### config.mk
export PLATFORM = sky130hd
export DESIGN_NAME = deb_count_n
export DESIGN_NICKNAME = d
export VERILOG_FILES = /design/src/rtl/deb_count_n_pkg.sv /design/src/rtl/deb_count_n_filter.sv /design/src/rtl/deb_count_n.sv
export SDC_FILE = /design/constraint.sdc
export NUM_CORES = 1
export LEC_CHECK = 0
export CORE_UTILIZATION = 45
export DETAILED_ROUTE_END_ITERATION = 10
export PLACE_DENSITY = 0.7
export SYNTH_ARGS = -nofsm -noshare
export SYNTH_HDL_FRONTEND = slang
export SYNTH_SLANG_ARGS = --single-unit
### constraint.sdc
create_clock -name clock -period 3.08 [get_ports clock]
set_clock_uncertainty 0.15 [all_clocks]
set_input_delay 0.462 -clock clock [delete_from_list [all_inputs] [get_ports clock]]
set_output_delay 0.462 -clock clock [all_outputs]
set_load 0.01 [all_outputs]
### src/rtl/deb_count_n_pkg.sv
// Shared constants for the debounced trigger counter: edge-mode encodings,
// default parameter values and the edge-selection helper.
package deb_count_pkg;

    typedef enum logic [1:0] {
        EDGE_RISE = 2'd0,
        EDGE_FALL = 2'd1,
        EDGE_BOTH = 2'd2
    } edge_mode_e;

    localparam int DEF_N_CH       = 4;
    localparam int DEF_WIDTH      = 8;
    localparam int DEF_DEB_CYCLES = 16;
    localparam int DEF_EDGE_MODE  = 0;

    function automatic logic edge_sel(input edge_mode_e mode, input logic rise, input logic fall);
        logic sel;
        case (mode)
            EDGE_RISE: sel = rise;
            EDGE_FALL: sel = fall;
            EDGE_BOTH: sel = rise | fall;
            default:   sel = 1'b0;
        endcase
        return sel;
    endfunction

endpackage

### src/rtl/deb_count_n_filter.sv
// Per-channel front end: 2-flop synchronizer, debounce run counter, stable
// level and a registered one-cycle strobe on the selected level transition.
module deb_filter
    import deb_count_pkg::*;
#(
    parameter int DEB_CYCLES = DEF_DEB_CYCLES,
    parameter int EDGE_MODE  = DEF_EDGE_MODE
) (
    input  logic clock,
    input  logic reset,
    input  logic trigger,
    output logic level,
    output logic pulse
);

    localparam int               RUN_W    = $clog2(DEB_CYCLES + 1);
    localparam logic [RUN_W-1:0] RUN_LAST = RUN_W'(DEB_CYCLES - 1);
    localparam edge_mode_e       MODE     = edge_mode_e'(EDGE_MODE);

    logic             r_sync1;
    logic             r_sync2;
    logic             r_level;
    logic             r_level_d;
    logic             r_pulse;
    logic [RUN_W-1:0] r_run;
    logic             w_rise;
    logic             w_fall;

    assign w_rise = r_level & ~r_level_d;
    assign w_fall = ~r_level & r_level_d;

    // Synchronize, debounce and strobe; the level only flips once the run of
    // differing samples reaches DEB_CYCLES.
    always_ff @(posedge clock) begin
        if (reset) begin
            r_sync1   <= 1'b0;
            r_sync2   <= 1'b0;
            r_level   <= 1'b0;
            r_level_d <= 1'b0;
            r_pulse   <= 1'b0;
            r_run     <= '0;
        end else begin
            r_sync1   <= trigger;
            r_sync2   <= r_sync1;
            r_level_d <= r_level;
            r_pulse   <= edge_sel(MODE, w_rise, w_fall);
            if (r_sync2 == r_level) begin
                r_run <= '0;
            end else if (r_run == RUN_LAST) begin
                r_level <= ~r_level;
                r_run   <= '0;
            end else begin
                r_run <= r_run + RUN_W'(1);
            end
        end
    end

    assign level = r_level;
    assign pulse = r_pulse;

endmodule

### src/rtl/deb_count_n.sv
// Multi-channel debounced edge counter with sticky overflow per channel.
// DEB_COUNT_N_SAT_EN: counts saturate at max instead of wrapping.
module deb_count_n
    import deb_count_pkg::*;
#(
    parameter int N_CH       = DEF_N_CH,
    parameter int WIDTH      = DEF_WIDTH,
    parameter int DEB_CYCLES = DEF_DEB_CYCLES,
    parameter int EDGE_MODE  = DEF_EDGE_MODE
) (
    input  logic                    clock,
    input  logic                    reset,
    input  logic [N_CH-1:0]         trigger,
    input  logic                    en,
    input  logic [N_CH-1:0]         clr,
    output logic [N_CH*WIDTH-1:0]   count,
    output logic [N_CH-1:0]         level,
    output logic [N_CH-1:0]         pulse,
    output logic [N_CH-1:0]         ovf
);

    localparam logic [WIDTH-1:0] CNT_MAX = {WIDTH{1'b1}};

    logic [N_CH-1:0] w_level;
    logic [N_CH-1:0] w_pulse;

    for (genvar g = 0; g < N_CH; g++) begin : g_ch
        logic [WIDTH-1:0] r_count;
        logic             r_ovf;

        deb_filter #(
            .DEB_CYCLES (DEB_CYCLES),
            .EDGE_MODE  (EDGE_MODE)
        ) u_filter (
            .clock   (clock),
            .reset   (reset),
            .trigger (trigger[g]),
            .level   (w_level[g]),
            .pulse   (w_pulse[g])
        );

        // Count accepted edges; clear beats a coincident increment.
        always_ff @(posedge clock) begin
            if (reset) begin
                r_count <= '0;
                r_ovf   <= 1'b0;
            end else if (clr[g]) begin
                r_count <= '0;
                r_ovf   <= 1'b0;
            end else if (w_pulse[g] && en) begin
                if (r_count == CNT_MAX) begin
                    r_ovf <= 1'b1;
`ifdef DEB_COUNT_N_SAT_EN
                    r_count <= r_count;
`else
                    r_count <= '0;
`endif
                end else begin
                    r_count <= r_count + WIDTH'(1);
                end
            end else begin
                r_count <= r_count;
                r_ovf   <= r_ovf;
            end
        end

        assign count[g*WIDTH +: WIDTH] = r_count;
        assign ovf[g]                  = r_ovf;
    end

    assign level = w_level;
    assign pulse = w_pulse;

endmodule

## After elaboration in Yosys (flattened, before gate mapping)

Cells that the tools add are included.

- Register bits after elaboration: 76
- Input port bits: 11
- Output and inout port bits: 44
- Word-level logic and storage cells: 92

- Add/sub/neg operators: 8
- Equality and inequality tests: 12
- Multiplexer cells: 4
- Bitwise gates (word level): 16
- Reduce and logical (&&, ||, !) cells: 20

Operator list:

| kind | number |
|---|---|
| 8-bit by 1-bit adder with 8-bit output (second input constant) | 4 |
| 8-bit == test (second input constant) | 4 |
| 8-bit two-way mux | 4 |
| 5-bit by 1-bit adder with 5-bit output (second input constant) | 4 |
| 5-bit by 4-bit == test with 1-bit output (second input constant) | 4 |
| 2-bit AND reduction | 8 |
| 1-bit inverter | 12 |
| 3-bit OR reduction | 4 |
| 2-bit OR reduction | 4 |
| 1-bit bitwise AND | 4 |
| 1-bit == test | 4 |
| 1-bit logical AND | 4 |

## Logic depth before layout (Yosys ltp)

Gate-level depths: netlist of the first run.

- Word-level depth: 3
- Depth in mapped cells: 5
- Depth with buffers taken out: 5

## By module

From an unflattened synthesis of the first run, not the netlist that was laid out.

- Cells, all modules: 314
- Area, all modules: 3,005.4 um^2

Modules (own cells, without submodules):

| module | instances | cells an instance | area an instance (um^2) | sequential area each (um^2) |
|---|---|---|---|---|
| deb_count_n | 1 | 190 | 1,649.1 | 720.7 |
| deb_filter | 4 | 31 | 339.1 | 200.2 |

## Worst setup path after synthesis of the first run

OpenSTA, ideal clock, no wires.

- Path kind: register to register
- Start point: reg g_ch[0].u_filter.r_run[0]
- End point: reg g_ch[0].u_filter.r_run[2]
- Library setup time: 0.065 ns
- Arrival: 1.402 ns
- Required time: 2.865 ns
- Slack: 1.463 ns
- Cell stages (with the launch flop): 6
- Path buffers: 0
- Clock period less this slack: 1.617 ns
- Cell sequence: dfxtp_1 > ha_1 > and3_1 > ha_1 > or3_1 > nor2_1

- Cells in the longest elaborated chain, start to end: 2
- Elaborated cells on any way between the ends: 3
- Classes of those cells: add/sub (1); eq/ne (1); reduce/logical (1)

RTL lines:

| item | RTL line | source |
|---|---|---|
| start, declared | deb_count_n_filter.sv:25 | `logic [RUN_W-1:0] r_run;` |
| start signal, assigned | deb_count_n_filter.sv:53 | `r_run <= r_run + RUN_W'(1);` |
| branches (longest 2 deep; another with 5-bit by 1-bit adder with 5-bit output) | -- |  |

Several ways; the timed one is not identified.
A chain may end at the register's enable or synchronous reset.

## Worst setup path after layout of the first run

- Start point: in en
- End point: reg g_ch[3].r_count[2]

- Cells in the longest elaborated chain, start to end: 1

RTL lines:

| item | RTL line | source |
|---|---|---|
| start, declared | deb_count_n.sv:14 | `input logic en,` |
| 1-bit logical AND | deb_count_n.sv:50 | `end else if (w_pulse[g] && en) begin` |
| end signal, assigned | deb_count_n.sv:59 | `r_count <= r_count + WIDTH'(1);` |
| end signal, assigned | deb_count_n.sv:62 | `r_count <= r_count;` |
| end, declared | deb_count_n.sv:28 | `logic [WIDTH-1:0] r_count;` |

Every way passes these cells.

==> metrics.csv, run 1 <==
metric,value,unit
status,"complete, but fails checks",
violations,design-rule violations,
overflow,0,
hp-start,g_ch[3].u_filter.r_level_d,
crit_family,buffers and inverters,
dr.pass1.iters,8,
antenna_left,0,
fin_ws,779,ps
worst-path-max-fanout,16,
r2r_cells,5,
synth_top_area_cell,dfxtp_1,
cp_cell_sequence,"clkdlybuf4s50_1, nand3_1, o31ai_1, nor2_1",
critPathMaxStageDelay,870,ps
vias_per_cell,5.20,
power_density,469,nW/um^2
num-fill-cells,561,
endpoint_kind,register,
seq_area_frac_synth,49.3,%
syn_nets,351,
p_total,0.00179,W
drt_iter0_drc,89,
synthMuxAreaShare,1.30,%
synth-seq-cells,76,
maxCapViolCount,0,
hpwl,4.08,mm
leakage,1.31,nW
yosys.area_share.simple,23.2,%
track_usage,16.5,%
post-cts-setup-buffer-count,0,
cts_tree,built,
synth_top_area_share,49.3,%
setup_tns,0,ps
cts_resized,0,
worst_hold_path.endpoint,g_ch[3].u_filter.pulse,
die_width,84.8,um
numCtsBuffers,9,
clkSinkCount,76,
holdWs,231,ps
rsz0062_at_grt,false,
antenna_cells,0,
synth-compound-area-share,10.2,%
ir_worst_vdd,0.340,mV
fin_crit_sh,74.7,%
mostFrequentLayoutCells,"76 x dfxtp_1, 54 x clkdlybuf4s50_1, 37 x nor2_1, 21 x nand3_1, 19 x a21oi_1",
grt_first_pass_wirelength,9.39,mm
synth.avg_cell_area,9.41,sq um
final_common_cell,dfxtp_1,
num_io_pins,55,
die_h,84.8,um
drive_above_1_share,7.57,%
relSlewSlack,58.0,%
grt_pass1_vias,2224,
report.final.slew_viol_count,0,
start_util,47.5,%
grt_max_degree,18,
yosys.area_share.adder,4.87,%
startpoint,en,
hp-class,register to register,
tightest_slew,628,ps
finalCriticalPeriod,2300,ps
ys_warn_count,0,
hold_buffers,0,
whs_path_depth,1,
die_area,7190,sq um
path_clk_slew,70,ps
timing.rr.start,g_ch[2].u_filter.r_run[0],
reg2reg_slack,1330,ps
hold_viol_final,0,
row_count,29,
nNetsFinal,401,
antenna_found_initial,0,
syn_inst,328,
fmax,0.435,GHz
gp_congestion,0.805,
clkLatencyLatePin,340,ps
start_kind,input port,
path_class,input port to register,
totalWireLength,5.56,mm
core_area,6490,sq um
fin_cells,460,
htreeDepth,3,
cts-root-buf,clkbuf_8,
synth_top_family_by_area,simple AND/OR/NAND/NOR gates,
ys_types,33,
timing.rr.end,g_ch[2].u_filter.r_run[3],
setup_violations,0,
area_growth,23.7,%
worstPathArrival,2350,ps
placed_cells,444,
pre_cts_ws,449,ps
vias,2391,
required,3130,ps
synth_area,3090,sq um
wl_per_cell,12.1,um
cts_buffer_depth,2,
io_buffers,54,
drc,5,
synth_xor_area_share,5.68,%
ys_top_cells_by_area,"dfxtp_1 49%, ha_1 4.9%, nor2_1 4.5%",
critPathSlowestCell,clkdlybuf4s50_1,
crit_buf_inv,1,
-- report_power, final --
group | switching (W) | internal, W | total [W] | leakage, nW
logic | 0.0000227 | 0.0000214 | 0.0000441 | 0.595
registers | 0.00000302 | 0.000988 | 0.000991 | 0.614
clock network | 0.000337 | 0.000416 | 0.000753 | 0.102
total | 0.000362 | 0.00143 | 0.00179 | 1.31
-- metal layers --
metal	track usage, %	up-vias	routed length (um)
met3	6.00	6	277
met1	18.1	1099	2500
met5	0	-	0
met4	5.55	0	53
met2	29.4	56	2720
li1	-	1230	-
-- flip-flops by register name, indices dropped and copies added, names as in the netlist --
name and flops:
g_ch.u_filter.r_run 20, g_ch.r_count 32, g_ch.u_filter.r_level_d 4, g_ch.u_filter.r_sync1 4, g_ch.r_ovf 4, g_ch.u_filter.level 4, g_ch.u_filter.r_sync2 4, g_ch.u_filter.pulse 4
-- area by class of cell --
class / instances / area [sq um] / area share, %
Clock buffer: 12 / 155 / 4.07
Clock inverter: 4 / 47.5 / 1.25
Inverter: 14 / 52.6 / 1.38
Multi-Input combinational cell: 222 / 1400 / 36.6
Sequential cell: 76 / 1520 / 39.9
Tap cell: 77 / 96.3 / 2.52
Timing Repair Buffer: 55 / 548 / 14.4
-- how the worst max path moves through the flow --
stage	end	slack (ps)	cells past startpoint
2_1_floorplan	g_ch[0].u_filter.r_run[2]	1460	5
6_report	g_ch[3].r_count[2]	780	4
4_1_cts	g_ch[3].r_count[2]	820	4
3_5_place_dp	g_ch[3].r_count[3]	450	4
3_3_place_gp	g_ch[3].r_count[0]	500	4
5_1_grt	g_ch[3].r_count[2]	630	4
-- kinds of logic after synthesis --
kind of cell    count (synthesis)
flops                          76
mux                             4
compound gates                 52
fa+ha+maj                      12
buf+inv                        30
simple gates                  134
xor+xnor                       20
-- per-stage QoR --
step	util (%)	area, sq um
final	58.8	3820
after global routing	58.8	3820
after CTS	58.8	3820
after detailed placement	55.6	3610
after global placement	55.6	3610
after floorplan	-	3090
-- cell usage after synthesis --
cell and number:
o211ai_1 3, ha_1 12, nand2_1 12, mux2i_1 4, or3_1 16, a31oi_1 3, or3_2 1, inv_1 14
o21ai_0 13, o31a_1 1, a32o_1 1, dfxtp_1 76, xnor2_1 8, or2_2 4, nand4_1 5, and3_1 4
nand2_2 3, o21ba_2 1, nor3_1 5, a21oi_1 19, nand3_1 21, nor4_1 1, nor2b_1 16, a211o_1 1
buf_4 13, buf_6 1, clkbuf_1 2, or4_1 5, nor2_1 37, nand4_2 4, xor2_1 12, o31ai_1 6
o21a_1 4
-- worst register-to-register path, stage by stage, from the launching register on --
cell and delay [ps]:
dfxtp_1 330, ha_1 230, and3_1 190, ha_1 200
or3_1 460, nor2_1 130
Note: power is estimated with default switching activity, not from simulation.
==> inputs of run 2 (changes only) <==
==> constraint.sdc (replaced) <==
create_clock -name clock -period 2.2 [get_ports clock]
set_clock_uncertainty 0.15 [all_clocks]
set_input_delay 0.33 -clock clock [delete_from_list [all_inputs] [get_ports clock]]
set_output_delay 0.33 -clock clock [all_outputs]
set_load 0.01 [all_outputs]
==> metrics.csv, run 2 (synthesis results as in run 1) <==
metric,value,unit,change
critPathMaxStageDelay,590,ps,-280 ps
die_h,84.8,um,unchanged
start_kind,register,,
drive_above_1_share,8.31,%,+0.74 points
r2r_cells,5,,unchanged
antenna_left,0,,unchanged
worst_hold_path.endpoint,g_ch[1].u_filter.pulse,,
setup_violations,0,,unchanged
whs_path_depth,1,,unchanged
drt_iter0_drc,127,,+43%
path_class,register to output pin,,
relSlewSlack,69.8,%,+12 points
timing.rr.end,g_ch[2].u_filter.r_run[2],,
start_util,47.5,%,unchanged
status,"complete, but fails checks",,
die_width,84.8,um,unchanged
fin_crit_sh,86.0,%,
endpoint_kind,output pin,,
fin_ws,307,ps,-472 ps
path_clk_slew,80,ps,about the same
hold_viol_final,0,,unchanged
drc,5,,unchanged
die_area,7190,sq um,unchanged
mostFrequentLayoutCells,"76 x dfxtp_1, 54 x clkdlybuf4s50_1, 37 x nor2_1, 21 x nand3_1, 19 x a21oi_1",,
cts_buffer_depth,2,,unchanged
hp-start,g_ch[1].u_filter.r_level_d,,
hp-class,register to register,,
wl_per_cell,12.2,um,+0.80%
grt_first_pass_wirelength,9.42,mm,+0.30%
hold_buffers,0,,unchanged
reg_top3,"g_ch.r_count x32, g_ch.u_filter.r_run x20",,
worst-path-max-fanout,7,,-9
post-route-util,59.6,%,+0.81 points
hpwl,4.02,mm,-1.6%
track_usage,16.8,%,+0.30 points
finalCriticalPeriod,1890,ps,
tightest_slew,449,ps,-179 ps
crit_family,buffers and inverters,,
vias_per_cell,5.18,,-0.39%
num-fill-cells,560,,-0.18%
cp_cell_sequence,clkdlybuf4s50_1,,
pre_cts_ws,109,ps,-339 ps
timing.rr.start,g_ch[2].u_filter.r_run[0],,
top_register,g_ch.r_count,,
vias,2392,,+0.042%
setup_tns,0,ps,unchanged
report.final.slew_viol_count,0,,unchanged
multi_input_area,1400,sq um,unchanged
rsz0062_at_grt,false,,
reg2reg_slack,480,ps,-850 ps
ir_worst_vdd,0.485,mV,+42%
worstPathArrival,1410,ps,-940 ps
largest_reg_flops,32,,unchanged
clkSinkCount,76,,unchanged
fmax,0.528,GHz,
cts_resized,0,,unchanged
antenna_found_initial,0,,unchanged
cts_tree,built,,
required,1720,ps,-1410 ps
htreeDepth,3,,unchanged
totalWireLength,5.62,mm,+1.2%
area_growth,25.4,%,
nNetsFinal,403,,+0.50%
post-cts-setup-buffer-count,0,,unchanged
grt_max_degree,29,,+11
power_density,670,nW/um^2,+43%
crit_buf_inv,1,,unchanged
cts-root-buf,clkbuf_8,,
row_count,29,,unchanged
num_io_pins,55,,unchanged
critPathSlowestCell,clkdlybuf4s50_1,,
core_area,6490,sq um,unchanged
antenna_cells,0,,unchanged
violations,design-rule violations,,
holdWs,232,ps,+0.520 ps
dr.pass1.iters,9,,+1
clkLatencyLatePin,340,ps,about the same
leakage,1.34,nW,+1.9%
maxCapViolCount,0,,unchanged
overflow,0,,unchanged
gp_congestion,0.828,,+3.0%
io_buffers,54,,unchanged
grt_pass1_vias,2165,,-2.7%
numCtsBuffers,9,,unchanged
regArea,1520,sq um,unchanged
final_common_cell,dfxtp_1,,
run 2: cell count changes in the layout (fill, tap and decap cells not counted):
cell	before	now
bufinv_16	1	2
clkinv_2	2	3
clkbuf_8	11	9
clkbuf_1	1	0
buf_12	0	2
clkinv_4	0	1
run 2: report_power, final:
part | switching [W] | internal (W)
registers | 0.00000427 | 0.00138
logic | 0.0000336 | 0.0000369
clock network | 0.000500 | 0.000634
run 2: worst max-delay path by stage:
stage                                          from                   endpoint  slack [ps]  depth (start not counted)
final                            g_ch[2].r_count[3]                  count[19]         310                          1
after global routing             g_ch[2].r_count[3]                  count[19]         230                          1
after global placement                           en         g_ch[3].r_count[2]         140                          5
after floorplan           g_ch[0].u_filter.r_run[0]  g_ch[0].u_filter.r_run[2]         580                          5
after CTS                        g_ch[2].r_count[3]                  count[19]         300                          1
after detailed placement                         en         g_ch[3].r_count[2]         110                          5
run 2: cell type report:
type / instances / area share, %
flip-flops and latches: 76 / 39.3
multi-input cells: 222 / 36.1
repair buffers: 57 / 15.2
clock buffers: 9 / 3.20
well taps: 77 / 2.49
clock inverters: 7 / 2.36
inverters: 14 / 1.36
run 2: worst register-to-register path, cell delays in order, from the launching register on:
cell	delay, ps
dfxtp_1	320
ha_1	220
and3_1	190
ha_1	200
or3_1	460
nor2_1	130
run 2: metrics by stage:
stage          instance area [sq um]  cells  power (W)
6_report                        3870    462    0.00259
4_1_cts                         3870    462    0.00263
5_1_grt                         3870    462    0.00269
3_3_place_gp                    3650    446    0.00149
3_5_place_dp                    3650    446    0.00149
2_1_floorplan                   3090    328    0.00145
run 2: layer usage:
| metal | wire (um) | GRT usage, % | up-vias |
|---|---|---|---|
| met2 | 2680 | 28.3 | 52 |
| li1 | - | - | 1238 |
| met5 | 0 | 0 | - |
| met4 | 65 | 6.16 | 0 |
| met3 | 325 | 7.18 | 9 |
| met1 | 2550 | 18.9 | 1093 |
==> inputs of run 3 (changes only) <==
--- a/config.mk
+++ b/config.mk
@@ -5,9 +5,10 @@
 export SDC_FILE = /design/constraint.sdc
 export NUM_CORES = 1
 export LEC_CHECK = 0
+export CORE_MARGIN = 8
 export CORE_UTILIZATION = 45
 export DETAILED_ROUTE_END_ITERATION = 10
-export PLACE_DENSITY = 0.7
+export PLACE_DENSITY = 0.73
 export SYNTH_ARGS = -nofsm -noshare
 export SYNTH_HDL_FRONTEND = slang
 export SYNTH_SLANG_ARGS = --single-unit
==> constraint.sdc (replaced) <==
create_clock -name clock -period 1.6 [get_ports clock]
set_clock_uncertainty 0.15 [all_clocks]
set_input_delay 0.24 -clock clock [delete_from_list [all_inputs] [get_ports clock]]
set_output_delay 0.24 -clock clock [all_outputs]
set_load 0.01 [all_outputs]
==> metrics.csv, run 3 (synthesis results as in run 1) <==
metric,value,unit,change
status,"complete, no violations",,
maxCapViolCount,0,,unchanged
row_count,30,,+3.4%
grt_first_pass_wirelength,10.9,mm,+15%
overflow,0,,unchanged
nNetsFinal,447,,+11%
holdWs,227,ps,-4.39 ps
relSlewSlack,83.7,%,+14 points
dr.pass1.iters,4,,-5
post-route-cell-area,4310,sq um,+11%
hp-class,register to register,,
numCtsBuffers,9,,unchanged
die_width,98.8,um,+17%
hold_buffers,0,,unchanged
placed_cells,486,,+9.0%
leakage,1.74,nW,+30%
htreeDepth,3,,unchanged
worstPathArrival,1690,ps,+280 ps
core_area,6720,sq um,+3.4%
cts_buffer_depth,2,,unchanged
worst-path-max-fanout,5,,-2
mostFrequentLayoutCells,"52 x dfxtp_1, 46 x buf_4, 44 x dlygate4sd2_1, 24 x nor2_1, 24 x dfxtp_2",,
placed_cell_area,3940,sq um,+7.8%
io_buffers,54,,unchanged
fin_crit_sh,98.1,%,
start_kind,register,,
gp_congestion,0.791,,-4.6%
fin_cells,508,,+10%
hpwl,4.68,mm,+17%
hold_viol_final,0,,unchanged
track_usage,13.4,%,-3.4 points
cts_tree,built,,
reg_top3,"g_ch.r_count x32, g_ch.u_filter.r_run x20",,
area_growth,39.7,%,
die_h,98.8,um,+17%
totalWireLength,6.75,mm,+20%
vias,2604,,+8.9%
path_class,register to register,,
fmax,0.637,GHz,
endpoint_kind,register,,
start_util,45.9,%,-1.6 points
finalCriticalPeriod,1570,ps,
vias_per_cell,5.13,,-0.99%
rsz0062_at_grt,true,,
power_density,748,nW/um^2,+12%
ir_worst_vdd,0.516,mV,+6.5%
antenna_left,0,,unchanged
setup_tns,0,ps,unchanged
die_area,9760,sq um,+36%
drc,0,,-5
path_clk_slew,70,ps,about the same
num_io_pins,55,,unchanged
required,1720,ps,about the same
tightest_slew,243,ps,-206 ps
antenna_cells,0,,unchanged
report.final.slew_viol_count,0,,unchanged
top_register,g_ch.r_count,,
wl_per_cell,13.3,um,+9.1%
largest_reg_flops,32,,unchanged
grt_max_degree,20,,-31%
cts-root-buf,clkbuf_8,,
drt_iter0_drc,100,,-21%
grt_pass1_vias,2484,,+15%
clkLatencyLatePin,340,ps,about the same
antenna_found_initial,0,,unchanged
setup_violations,0,,unchanged
final_common_cell,dfxtp_1,,
clkSinkCount,76,,unchanged
drive_above_1_share,30.6,%,+22 points
run 3: worst max-delay path: stages, from the launching register on:
cell and delay [ps]:
dfxtp_2 340, ha_4 160, and3_4 150, ha_4 150
or3_4 440, nor2_2 130
run 3: cell type report:
cell class,count,area [sq um]
Clock inverter,3,15.0
Tap cell,80,100
Multi-Input combinational cell,222,1600
Sequential cell,76,1550
Timing Repair Buffer,101,853
Clock buffer,12,135
Fill cell,586,2410
Inverter,14,52.6
run 3: path summary, 6_finish.rpt:
kind                              start                        end  slack, ps  cells after the start
min reg2reg  g_ch[3].u_filter.r_level_d     g_ch[3].u_filter.pulse        230                      1
max reg2reg   g_ch[0].u_filter.r_run[0]  g_ch[0].u_filter.r_run[3]         30                      5
min          g_ch[3].u_filter.r_level_d     g_ch[3].u_filter.pulse        230                      1
max           g_ch[0].u_filter.r_run[0]  g_ch[0].u_filter.r_run[3]         30                      5
run 3: what timing repair did:
item,in CTS,in global routing
setup buffers,0,7
pin swaps,10,17
resized for setup,67,43
cloned,0,0
endpoints found under the setup margin,65,36
endpoints found under the hold margin,0,0
run 3: metrics by stage:
step | utilization [%] | total power, W | setup slack, ps
6_report | 64.1 | 0.00322 | 30.6
5_1_grt | 64.1 | 0.00334 | -43.6
4_1_cts | 60.7 | 0.00326 | 3.99
3_5_place_dp | 58.6 | 0.00207 | -393
3_3_place_gp | 58.6 | 0.00207 | -355
2_1_floorplan | - | 0.00200 | 1.87
run 3: where the power goes:
part / leakage [nW] / total (W) / switching (W) / internal [W]
Sequential: 0.626 / 0.00191 / 0.00000713 / 0.00190
Combinational: 1.04 / 0.000123 / 0.0000530 / 0.0000695
Clock: 0.0800 / 0.00119 / 0.000642 / 0.000549
Total: 1.74 / 0.00322 / 0.000702 / 0.00252
run 3: metal layers:
layer / track usage (%) / wire length (um) / vias to the layer above
li1: - / - / 1327
met1: 14.7 / 2900 / 1223
met2: 22.5 / 3330 / 43
met3: 4.44 / 383 / 11
met4: 6.61 / 131 / 0
met5: 0 / 0 / -
